`src/rtl/intc_pkg.sv`:
```
// intc_pkg: shared types and constants for the multi-source interrupt controller.
// Holds the sequencer state encoding, the injected instruction words and the
// opcode / function patterns that mark two-word instructions in fetch.
package intc_pkg;

  typedef enum logic [2:0] {
    S_IDLE     = 3'd0,
    S_LONG     = 3'd1,
    S_WAIT_JMP = 3'd2,
    S_BUBBLE   = 3'd3,
    S_PUSH1    = 3'd4,
    S_PUSH2    = 3'd5,
    S_VECTOR   = 3'd6
  } intc_state_e;

  localparam logic [15:0] BUBBLE_INSTR = 16'h07F8;
  localparam logic [15:0] INT_P1       = 16'hF480;
  localparam logic [15:0] INT_P2       = 16'hF4A0;

  localparam logic [4:0] OP_CALL1 = 5'b11000;
  localparam logic [4:0] OP_RET1  = 5'b11010;
  localparam logic [2:0] FUNC_IMM = 3'b100;

  // A two-word instruction in fetch: its second word must pass before the return PC is saved.
  function automatic logic isLong(input logic [4:0] opcode, input logic [2:0] func);
    return (func == FUNC_IMM) || (opcode == OP_RET1) || (opcode == OP_CALL1);
  endfunction

endpackage

```
`src/rtl/multi_irq_controller_if.sv`:
```
// multi_irq_controller_if: bundle between the fetch/decode pipeline (master)
// and the interrupt controller (slave).
interface multi_irq_controller_if #(
  parameter int NUM_IRQ = 4,
  parameter int PC_W    = 32,
  parameter int INSTR_W = 16
);

  logic [NUM_IRQ-1:0] irq;
  logic [NUM_IRQ-1:0] irq_mask;
  logic [4:0]         fetch_opcode;
  logic [2:0]         fetch_func;
  logic               fetch_is_jmp;
  logic [PC_W-1:0]    next_pc;

  logic               inj_valid;
  logic [INSTR_W-1:0] inj_instr;
  logic               inj_bubble;
  logic               save_pc_valid;
  logic [PC_W-1:0]    save_pc;
  logic               vector_valid;
  logic [PC_W-1:0]    vector_addr;
  logic [NUM_IRQ-1:0] irq_ack;
  logic               busy;

  modport master (
    output irq, irq_mask, fetch_opcode, fetch_func, fetch_is_jmp, next_pc,
    input  inj_valid, inj_instr, inj_bubble, save_pc_valid, save_pc,
           vector_valid, vector_addr, irq_ack, busy
  );

  modport slave (
    input  irq, irq_mask, fetch_opcode, fetch_func, fetch_is_jmp, next_pc,
    output inj_valid, inj_instr, inj_bubble, save_pc_valid, save_pc,
           vector_valid, vector_addr, irq_ack, busy
  );

endinterface

```
`src/rtl/intc_arbiter.sv`:
```
// intc_arbiter: picks one source out of the eligible vector.
// Build macro MULTI_IRQ_RR_PRIORITY_EN: when defined the search starts at rrPtr
// and wraps (round robin); otherwise the lowest index always wins.
module intc_arbiter #(
  parameter int NUM_IRQ = 4,
  parameter int ID_W    = 2
) (
  input  logic [NUM_IRQ-1:0] eligible,
`ifdef MULTI_IRQ_RR_PRIORITY_EN
  input  logic [ID_W-1:0]    rrPtr,
`endif
  output logic               grantValid,
  output logic [ID_W-1:0]    grantId,
  output logic [NUM_IRQ-1:0] grantOneHot
);

`ifdef MULTI_IRQ_RR_PRIORITY_EN
  // Round robin: first eligible index at or after rrPtr, wrapping at NUM_IRQ.
  always_comb begin
    int idx;
    idx         = 0;
    grantValid  = 1'b0;
    grantId     = '0;
    for (int k = 0; k < NUM_IRQ; k++) begin
      idx = (int'(rrPtr) + k) % NUM_IRQ;
      if (!grantValid && eligible[idx]) begin
        grantValid = 1'b1;
        grantId    = ID_W'(idx);
      end
    end
  end
`else
  // Fixed priority: scanning downward leaves the lowest eligible index as the winner.
  always_comb begin
    grantValid = 1'b0;
    grantId    = '0;
    for (int i = NUM_IRQ - 1; i >= 0; i--) begin
      if (eligible[i]) begin
        grantValid = 1'b1;
        grantId    = ID_W'(i);
      end
    end
  end
`endif

  assign grantOneHot = grantValid ? (NUM_IRQ'(1) << grantId) : '0;

endmodule

```
`src/rtl/multi_irq_controller.sv`:
```
// multi_irq_controller: latches rising irq edges, arbitrates among enabled
// sources and injects bubble / INT_P1 / INT_P2 / vector redirect into decode.
// Build macro MULTI_IRQ_RR_PRIORITY_EN: round-robin arbitration starting after
// the last granted id (pointer resets to 0); undefined = fixed priority, 0 highest.
//
// state      | meaning
// S_IDLE     | no service in progress, arbitration active
// S_LONG     | second word of a two-word instruction passes untouched
// S_WAIT_JMP | bubble while the jump in fetch resolves; target becomes return PC
// S_BUBBLE   | bubble ahead of the interrupt words
// S_PUSH1    | INT_P1 injected, return PC presented on save_pc
// S_PUSH2    | INT_P2 injected
// S_VECTOR   | one-cycle fetch redirect to the vector address
module multi_irq_controller
  import intc_pkg::*;
#(
  parameter int              NUM_IRQ    = 4,
  parameter int              PC_W       = 32,
  parameter int              INSTR_W    = 16,
  parameter logic [PC_W-1:0] IVT_BASE   = '0,
  parameter int              VEC_STRIDE = 2
) (
  input logic                   clk,
  input logic                   rst_n,
  multi_irq_controller_if.slave bus
);

  localparam int ID_W = (NUM_IRQ > 1) ? $clog2(NUM_IRQ) : 1;

  intc_state_e        state;
  intc_state_e        stateNext;
  logic [NUM_IRQ-1:0] irqQ;
  logic [NUM_IRQ-1:0] pending;
  logic [NUM_IRQ-1:0] eligible;
  logic [NUM_IRQ-1:0] grantOneHot;
  logic [NUM_IRQ-1:0] ackVec;
  logic               grantValid;
  logic               grant;
  logic [ID_W-1:0]    grantId;
  logic [ID_W-1:0]    id;
  logic [PC_W-1:0]    savedPc;
  logic [PC_W-1:0]    vecAddr;
  logic               fetchLong;

  assign eligible  = pending & bus.irq_mask;
  assign grant     = (state == S_IDLE) && grantValid;
  assign ackVec    = grant ? grantOneHot : '0;
  assign fetchLong = isLong(bus.fetch_opcode, bus.fetch_func);
  assign vecAddr   = IVT_BASE + PC_W'(id) * PC_W'(VEC_STRIDE);

`ifdef MULTI_IRQ_RR_PRIORITY_EN
  logic [ID_W-1:0] rrPtr;

  // Round-robin pointer: next search starts one past the id just granted.
  always_ff @(posedge clk) begin
    if (!rst_n) begin
      rrPtr <= '0;
    end else if (grant) begin
      rrPtr <= (int'(grantId) == NUM_IRQ - 1) ? '0 : grantId + ID_W'(1);
    end
  end

  intc_arbiter #(.NUM_IRQ(NUM_IRQ), .ID_W(ID_W)) uArbiter (
    .eligible    (eligible),
    .rrPtr       (rrPtr),
    .grantValid  (grantValid),
    .grantId     (grantId),
    .grantOneHot (grantOneHot)
  );
`else
  intc_arbiter #(.NUM_IRQ(NUM_IRQ), .ID_W(ID_W)) uArbiter (
    .eligible    (eligible),
    .grantValid  (grantValid),
    .grantId     (grantId),
    .grantOneHot (grantOneHot)
  );
`endif

  // Edge capture: a new rising edge beats a same-cycle acknowledge so it is never lost.
  always_ff @(posedge clk) begin
    if (!rst_n) begin
      irqQ    <= '0;
      pending <= '0;
    end else begin
      irqQ    <= bus.irq;
      pending <= (pending & ~ackVec) | (bus.irq & ~irqQ);
    end
  end

  // Latch the granted id and the return PC (jump targets are taken one cycle later).
  always_ff @(posedge clk) begin
    if (!rst_n) begin
      id      <= '0;
      savedPc <= '0;
    end else if (grant) begin
      id <= grantId;
      if (!bus.fetch_is_jmp) begin
        savedPc <= fetchLong ? bus.next_pc + PC_W'(1) : bus.next_pc;
      end
    end else if (state == S_WAIT_JMP) begin
      savedPc <= bus.next_pc;
    end
  end

  // State register.
  always_ff @(posedge clk) begin
    if (!rst_n) begin
      state <= S_IDLE;
    end else begin
      state <= stateNext;
    end
  end

  // Next-state: fixed injection order, entry point chosen by what sits in fetch at the grant.
  always_comb begin
    stateNext = state;
    case (state)
      S_IDLE: begin
        if (grant) begin
          if (bus.fetch_is_jmp) begin
            stateNext = S_WAIT_JMP;
          end else if (fetchLong) begin
            stateNext = S_LONG;
          end else begin
            stateNext = S_BUBBLE;
          end
        end
      end
      S_LONG:     stateNext = S_BUBBLE;
      S_WAIT_JMP: stateNext = S_PUSH1;
      S_BUBBLE:   stateNext = S_PUSH1;
      S_PUSH1:    stateNext = S_PUSH2;
      S_PUSH2:    stateNext = S_VECTOR;
      S_VECTOR:   stateNext = S_IDLE;
      default:    stateNext = S_IDLE;
    endcase
  end

  // Moore outputs decoded from the state register; inj_instr reads zero when nothing is injected.
  always_comb begin
    bus.inj_valid     = 1'b0;
    bus.inj_instr     = '0;
    bus.inj_bubble    = 1'b0;
    bus.save_pc_valid = 1'b0;
    bus.vector_valid  = 1'b0;
    case (state)
      S_WAIT_JMP, S_BUBBLE: begin
        bus.inj_valid  = 1'b1;
        bus.inj_bubble = 1'b1;
        bus.inj_instr  = INSTR_W'(BUBBLE_INSTR);
      end
      S_PUSH1: begin
        bus.inj_valid     = 1'b1;
        bus.inj_instr     = INSTR_W'(INT_P1);
        bus.save_pc_valid = 1'b1;
      end
      S_PUSH2: begin
        bus.inj_valid = 1'b1;
        bus.inj_instr = INSTR_W'(INT_P2);
      end
      S_VECTOR: begin
        bus.vector_valid = 1'b1;
      end
      default: ;
    endcase
  end

  assign bus.save_pc     = savedPc;
  assign bus.vector_addr = (state == S_VECTOR) ? vecAddr : '0;
  assign bus.irq_ack     = ackVec;
  assign bus.busy        = (state != S_IDLE);

endmodule

```
`src/flat_wrapper.sv`:
```
// flat-port wrapper written by rule: the top's interface ports become plain ports
module multi_irq_controller_flat import intc_pkg::*;
#(
  parameter int              NUM_IRQ    = 4,
  parameter int              PC_W       = 32,
  parameter int              INSTR_W    = 16,
  parameter logic [PC_W-1:0] IVT_BASE   = '0,
  parameter int              VEC_STRIDE = 2
)
  (clk, rst_n, bus_irq, bus_irq_mask, bus_fetch_opcode, bus_fetch_func, bus_fetch_is_jmp, bus_next_pc, bus_inj_valid, bus_inj_instr, bus_inj_bubble, bus_save_pc_valid, bus_save_pc, bus_vector_valid, bus_vector_addr, bus_irq_ack, bus_busy);
  multi_irq_controller_if #(.NUM_IRQ(NUM_IRQ), .PC_W(PC_W), .INSTR_W(INSTR_W)) bus_i ();
  input logic clk;
  input logic rst_n;
  input wire logic [$bits(bus_i.irq)-1:0] bus_irq;
  input wire logic [$bits(bus_i.irq_mask)-1:0] bus_irq_mask;
  input wire logic [$bits(bus_i.fetch_opcode)-1:0] bus_fetch_opcode;
  input wire logic [$bits(bus_i.fetch_func)-1:0] bus_fetch_func;
  input wire logic [$bits(bus_i.fetch_is_jmp)-1:0] bus_fetch_is_jmp;
  input wire logic [$bits(bus_i.next_pc)-1:0] bus_next_pc;
  output wire logic [$bits(bus_i.inj_valid)-1:0] bus_inj_valid;
  output wire logic [$bits(bus_i.inj_instr)-1:0] bus_inj_instr;
  output wire logic [$bits(bus_i.inj_bubble)-1:0] bus_inj_bubble;
  output wire logic [$bits(bus_i.save_pc_valid)-1:0] bus_save_pc_valid;
  output wire logic [$bits(bus_i.save_pc)-1:0] bus_save_pc;
  output wire logic [$bits(bus_i.vector_valid)-1:0] bus_vector_valid;
  output wire logic [$bits(bus_i.vector_addr)-1:0] bus_vector_addr;
  output wire logic [$bits(bus_i.irq_ack)-1:0] bus_irq_ack;
  output wire logic [$bits(bus_i.busy)-1:0] bus_busy;
  assign bus_i.irq = bus_irq;
  assign bus_i.irq_mask = bus_irq_mask;
  assign bus_i.fetch_opcode = bus_fetch_opcode;
  assign bus_i.fetch_func = bus_fetch_func;
  assign bus_i.fetch_is_jmp = bus_fetch_is_jmp;
  assign bus_i.next_pc = bus_next_pc;
  assign bus_inj_valid = bus_i.inj_valid;
  assign bus_inj_instr = bus_i.inj_instr;
  assign bus_inj_bubble = bus_i.inj_bubble;
  assign bus_save_pc_valid = bus_i.save_pc_valid;
  assign bus_save_pc = bus_i.save_pc;
  assign bus_vector_valid = bus_i.vector_valid;
  assign bus_vector_addr = bus_i.vector_addr;
  assign bus_irq_ack = bus_i.irq_ack;
  assign bus_busy = bus_i.busy;
  multi_irq_controller #(.NUM_IRQ(NUM_IRQ), .PC_W(PC_W), .INSTR_W(INSTR_W), .IVT_BASE(IVT_BASE), .VEC_STRIDE(VEC_STRIDE)) u_core (.clk(clk), .rst_n(rst_n), .bus(bus_i));
endmodule
```
`config.mk`:
```
export PLATFORM = sky130hd
export DESIGN_NAME = multi_irq_controller_flat
export DESIGN_NICKNAME = d
export VERILOG_FILES = /design/src/rtl/intc_pkg.sv /design/src/rtl/multi_irq_controller_if.sv /design/src/rtl/intc_arbiter.sv /design/src/rtl/multi_irq_controller.sv /design/src/flat_wrapper.sv
export SDC_FILE = /design/constraint.sdc
export NUM_CORES = 1
export LEC_CHECK = 0
export CAP_MARGIN = 20
export CELL_PAD_IN_SITES_DETAIL_PLACEMENT = 1
export CELL_PAD_IN_SITES_GLOBAL_PLACEMENT = 1
export CORE_ASPECT_RATIO = 0.6
export CORE_MARGIN = 3
export CORE_UTILIZATION = 36
export CTS_CLUSTER_SIZE = 25
export DETAILED_ROUTE_END_ITERATION = 8
export DONT_BUFFER_PORTS = 1
export GPL_TIMING_DRIVEN = 0
export PLACE_DENSITY_LB_ADDON = 0.1
export SYNTH_ARGS = -nofsm -noshare
export SYNTH_HDL_FRONTEND = slang
export SYNTH_SLANG_ARGS = --single-unit
```
`constraint.sdc`:
```
create_clock -name clk -period 2 [get_ports clk]
set_input_delay 0.4 -clock clk [delete_from_list [all_inputs] [get_ports clk]]
set_output_delay 0.4 -clock clk [all_outputs]
set_load 0.01 [all_outputs]
```
* After elaboration in Yosys (flattened, before gate mapping) *
Index checks and enable logic that the tools add are counted.

cells by class
  bitwise gates (word level) = 6
  equality and inequality tests = 11
  multiplexer cells = 24
  shift-type cells = 1
  reduce and logical (&&, ||, !) cells = 9
  $add $sub $neg = 1

operators by type and width
  cell                     number
  $mux W32                 4
  $pmux W16 S3             1
  $add A32 B1 Y32 const B  1
  $pmux W3 S5              1
  $and A4 B4 Y4            3
  $eq A3 B3 Y1 const B     4
  $eq A5 B5 Y1 const B     2
  $mux W2                  5
  $mux W3                  3
  $mux W1                  8
  $mux W4                  2
  $not A4 Y4               2
  $eq A3 B2 Y1 const B     2
  $or A4 B4 Y4             1
  $reduce_or A4 Y1         1
  $shl A1 B2 Y4 const A    1
  $eq A3 B1 Y1 const B     1
  $logic_not A3 Y1         1
  $reduce_bool A3 Y1       1
  $logic_or A1 B1 Y1       2
  $ne A2 B1 Y1 const B     1
  $ne A2 B2 Y1 const B     1
  $reduce_and A2 Y1        1
  $reduce_bool A2 Y1       1
  other kinds (2)          2

storage, ports and cells
  register bits after elaboration = 45
  output and inout port bits = 89
  input bits = 51

* Longest topological paths before layout *
  depth in word-level cells = 11
  gate-level depth with buffers = 7
  gate-level depth less buffers = 6

* Cells and area by module *
From an unflattened synthesis, not the netlist that was laid out.

second synthesis, totals
  cell total of the unflattened synthesis = 355
  area total of the unflattened synthesis = 2,895.3 µm²

by module, submodules not included
  module                cells an instance  times used  sequential area each (µm²)  area each (µm²)
  multi_irq_controller  344                1           900.9                       2,845.2
  intc_arbiter          11                 1           0.0                         50.0

* Worst setup path after synthesis *
No wires, ideal clock.

  path kind = in2reg
  start point = input bus_next_pc[17]
  end point = register u_core.savedPc[26] (netlist: u_core.bus.save_pc[26])
  path buffers = 1
  setup slack = 0.193 ns
  setup time = 0.132 ns
  stages = 6
  data arrival time = 1.675 ns
  path through = nand4_1 -> or4_1 -> buf_6 -> nor4_2 -> xnor2_1 -> a21oi_1

between the ends
  word-level cells in the longest chain between the ends = 4

RTL lines
  item                  RTL line                     source
  start, declared       flat_wrapper.sv:19           input wire logic [$bits(bus_i.next_pc)-1:0] bus_next_pc;
  $add A32 B1 Y32       multi_irq_controller.sv:98   savedPc <= fetchLong ? bus.next_pc + PC_W'(1) : bus.next_pc;
  $mux W32              multi_irq_controller.sv:98
  $mux W32              multi_irq_controller.sv:97   if (!bus.fetch_is_jmp) begin
  $mux W32              multi_irq_controller.sv:95   end else if (grant) begin
  end signal, assigned  multi_irq_controller.sv:98
  end signal, assigned  multi_irq_controller.sv:101  savedPc <= bus.next_pc;
  end, declared         multi_irq_controller.sv:41   logic [PC_W-1:0] savedPc;

Every way passes these cells. The select of a mux whose other input is x is not followed.
A chain may end at the register's enable or synchronous reset.

* Final worst setup path *
  start point = register u_core.pending[1]
  end point = register u_core.savedPc[12] (netlist: u_core.bus.save_pc[12])

between the ends
  word-level cells in the longest chain between the ends = 6

RTL lines
  item                                                                 RTL line                    source
  start, declared                                                      multi_irq_controller.sv:33  logic [NUM_IRQ-1:0] pending;
  start signal, assigned                                               multi_irq_controller.sv:86  pending <= (pending & ~ackVec) | (bus.irq & ~irqQ);
  $and A4 B4 Y4 (*)                                                    multi_irq_controller.sv:45  assign eligible = pending & bus.irq_mask;
  $mux W1 (*) (2 in series)                                            intc_arbiter.sv:38          if (eligible[i]) begin
  $logic_and A1 B1 Y1 (*)                                              multi_irq_controller.sv:46  assign grant = (state == S_IDLE) && grantValid;
  $ne A2 B2 Y1 (no line) / $reduce_bool A2 Y1 (equally long branches)  n/a
  $reduce_and A2 Y1 (no line)                                          n/a

Every way passes the cells marked *; elsewhere a longest branch is shown, timed or not.

==> metrics.yaml <==
row_cnt: 24
reg2reg_setup_slack_ns: 0.09
detail_route.wirelength_um: 8815
regToRegStartpoint: "u_core.pending[1]"
fin_util_pct: 44.43
timing.critical_path.depth: 7
library_cell_with_the_highest_instance_count_after_synthesis: "sky130_fd_sc_hd__dfxtp_1"
vias_per_cell: 5.039
yosys_most_used_dff: "sky130_fd_sc_hd__dfxtp_1"
finalNetCount: 439
hpwl_dp_um: 6804
worstPathCellList: "a22o_2 -> o21ai_1 -> clkbuf_4 -> clkbuf_4 -> nor3_2 -> xnor2_1 -> a21oi_1"
yosysTopAreaCellShare_pct: 32.30
grt_pass1_vias: 2467
critical_path.endpoint: "u_core.bus.save_pc[12]"
final_area_sq_um: 3282
number_of_buffers_added_by_the_clock_tree_synthesis_step: 5
netlist_area_sq_um: 2789
clockRootBuffer: "sky130_fd_sc_hd__clkbuf_16"
crit_top_cell: "sky130_fd_sc_hd__clkbuf_4"
critPathSlowestCell: "sky130_fd_sc_hd__dfxtp_1"
cp_data_arrival_time_ns: 2.07
synth.largest_area_cell: "sky130_fd_sc_hd__dfxtp_1"
rsz_0062_raised_after_global_routing: "true"
setup-tns-final_ns: 0
ios: 140
finalClockSkew_ns: 0.004619
clockBufferDepth: 2
cell_leakage_power_uw: 0.001291
drt_pre_antenna_iters: 4
via_count: 2479
min_path_type: "in -> reg"
floorplan.initialDensity_pct: 37.75
cts_htree_levels: 2
slew_headroom_pct: 60.36
synthDistinctLibCells: 44
cts_sinks: 45
synth.yosys.warnings: 0
place_area_sq_um: 3043
worst_skew_pair.late_latency_ns: 0.28
worst_hold_margin_ns: 0.2376
initial_antenna_violation_count: 0
grt_max_degree: 13
critPathBufInv: 2
gp_routability_congestion: 0.7808
gr-total-overflow: 0
drt.antenna.violating_nets: 0
dieHeight_um: 74.18
timing.critical_path.from: "u_core.pending[1]"
drt_first_iter_violations: 162
die_area_sq_um: 8874
slew_violations: 0
cts.reportedPaths.clkPinSlew_ns: 0.06
die_w_um: 119.6
ir_drop_uv: 365.5
post_synth_inst_count: 345
cts_tree: "done"
post_synth_most_frequent_cells: "sky130_fd_sc_hd__dfxtp_1 (45), sky130_fd_sc_hd__buf_4 (43), sky130_fd_sc_hd__a21oi_1 (37), sky130_fd_sc_hd__o21ai_0 (34), sky130_fd_sc_hd__xnor2_1 (29)"
critPathTopFamily: "compound AO/OA/AOI/OAI gates"
crit_path_start_kind: "register"
report.power.total_uw: 3270
finalHoldViolCount: 0
syn_avg_cell_area_sq_um: 8.084
drive_gt1_share_pct: 22.42
fp.coreArea_sq_um: 7387
power.density_nw_per_um2: 996.3
layout-area-overhead-vs-synth_pct: 17.68
worstPathMaxFanout: 10
synth.area.top_cells: "sky130_fd_sc_hd__dfxtp_1 (32%), sky130_fd_sc_hd__buf_4 (12%), sky130_fd_sc_hd__xnor2_1 (9.1%), sky130_fd_sc_hd__a21oi_1 (6.6%), sky130_fd_sc_hd__o21ai_0 (6.1%)"
max_cap_viol_count: 0
worst_setup_path_type: "reg -> reg"
final.fill_count: 939
final_period_minus_worst_setup_slack_ns: 1.913
cp-end-kind: "register"
setup_viol: 0
remaining_drc_errors: 0
synth_sequential_area_ratio_pct: 32.30
reg2regPathDepth: 7
timing.critical_path.slowest_cell_delay_ns: 0.35
avgRoutedWirePerCell_um: 17.92
period_share_pct: 95.67
r2r_end: "u_core.bus.save_pc[12]"
status: "completed"
worst_margin_slew_ns: 0.5946
ys_async_sr_fraction_pct: 0
grt_first_pass_wirelength_um: 13560
required_time_at_the_endpoint_of_the_critical_path_ns: 2.15
synth-seq-cells: 45
fmax_mhz: 522.6
grt.total_usage_pct: 19.43
antenna-diode-count: 0
placement.io_buffers: 0
edff_count_synth: 0
cells by family (layout without fill, tap and decap cells):
group           after synthesis  count (layout)  synth area share [%]
other cells                   1              34                0.1345
fa+ha+maj                     1               1                0.4486
mux                           1               1                0.3589
xor+xnor                     31              31                 9.735
flops                        45              45                 32.30
simple gates                109             109                 24.27
compound gates               87              87                 17.18
buf+inv                      70              80                 15.57
metrics by stage:
stage	instances	setup WS, ns
global placement	482	-0.2312
global route	492	-0.01842
CTS	490	-0.01513
finish	492	0.08663
detailed placement	482	-0.2006
floorplan	378	0.1928
registers in the layout (all words and copies together), names as in the netlist:
name                flops
u_core.bus.save_pc     32
u_core.id               2
u_core.irqQ             4
u_core.pending          4
u_core.state            3
cells in the final DEF (no fill, tap or decap), types with 4 or more instances in the layout:
cell,n
sky130_fd_sc_hd__dfxtp_1,42
sky130_fd_sc_hd__nor4_1,6
sky130_fd_sc_hd__and4_1,4
sky130_fd_sc_hd__and3_1,4
sky130_fd_sc_hd__nor4_2,8
sky130_fd_sc_hd__xnor2_1,29
sky130_fd_sc_hd__clkbuf_1,12
sky130_fd_sc_hd__clkbuf_16,5
sky130_fd_sc_hd__inv_1,6
sky130_fd_sc_hd__conb_1,34
sky130_fd_sc_hd__nand4_1,7
sky130_fd_sc_hd__buf_4,46
sky130_fd_sc_hd__nor2b_1,8
sky130_fd_sc_hd__and2_1,8
sky130_fd_sc_hd__clkbuf_2,4
sky130_fd_sc_hd__o21ai_0,34
sky130_fd_sc_hd__nand3_1,11
sky130_fd_sc_hd__nor3_1,7
sky130_fd_sc_hd__nand2_1,14
sky130_fd_sc_hd__a21oi_1,37
sky130_fd_sc_hd__nor2_1,12
routing by layer:
| metal | share of wire, % | vias to the layer above | track usage [%] |
|---|---|---|---|
| met3 | 10 | 2 | 8.283 |
| met2 | 43 | 87 | 28.94 |
| met5 | 0 | - | 0 |
| met4 | 0.22 | 0 | 2.919 |
| li1 | - | 1217 | - |
| met1 | 47 | 1173 | 26.88 |
where the power goes:
part           leakage, uW  switching, uW  internal [uW]
combinational     0.000852            656            411
sequential        0.000373            274           1130
clock            0.0000652            334            465
area by class of cell:
cell class | count | area [sq um] | area share [%]
Multi-Input combinational cell | 263 | 1644 | 50.10
Sequential cell | 45 | 904.6 | 27.56
Buffer | 62 | 415.4 | 12.66
Clock buffer | 8 | 136.4 | 4.156
Tap cell | 104 | 130.1 | 3.965
Inverter | 7 | 28.78 | 0.8769
Timing Repair Buffer | 3 | 22.52 | 0.6862
what timing repair did:
item,in CTS,in global routing
pin swaps,0,3
gates resized for setup,9,23
buffers inserted,0,3
setup endpoints to repair,14,35
hold buffers,0,0
worst min path at each step:
stage | startpoint | endpoint | slack, ns | depth (start not counted)
after floorplan | u_core.id[1] | u_core.id[1] | 0.43 | 2
after global placement | u_core.id[1] | u_core.id[1] | 0.46 | 2
after detailed placement | u_core.id[1] | u_core.id[1] | 0.48 | 2
after CTS | bus_irq[0] | u_core.irqQ[0] | 0.23 | 1
after global routing | bus_irq[3] | u_core.irqQ[3] | 0.23 | 1
final | bus_irq[0] | u_core.irqQ[0] | 0.24 | 1
Power figures use the tool's default switching activity.
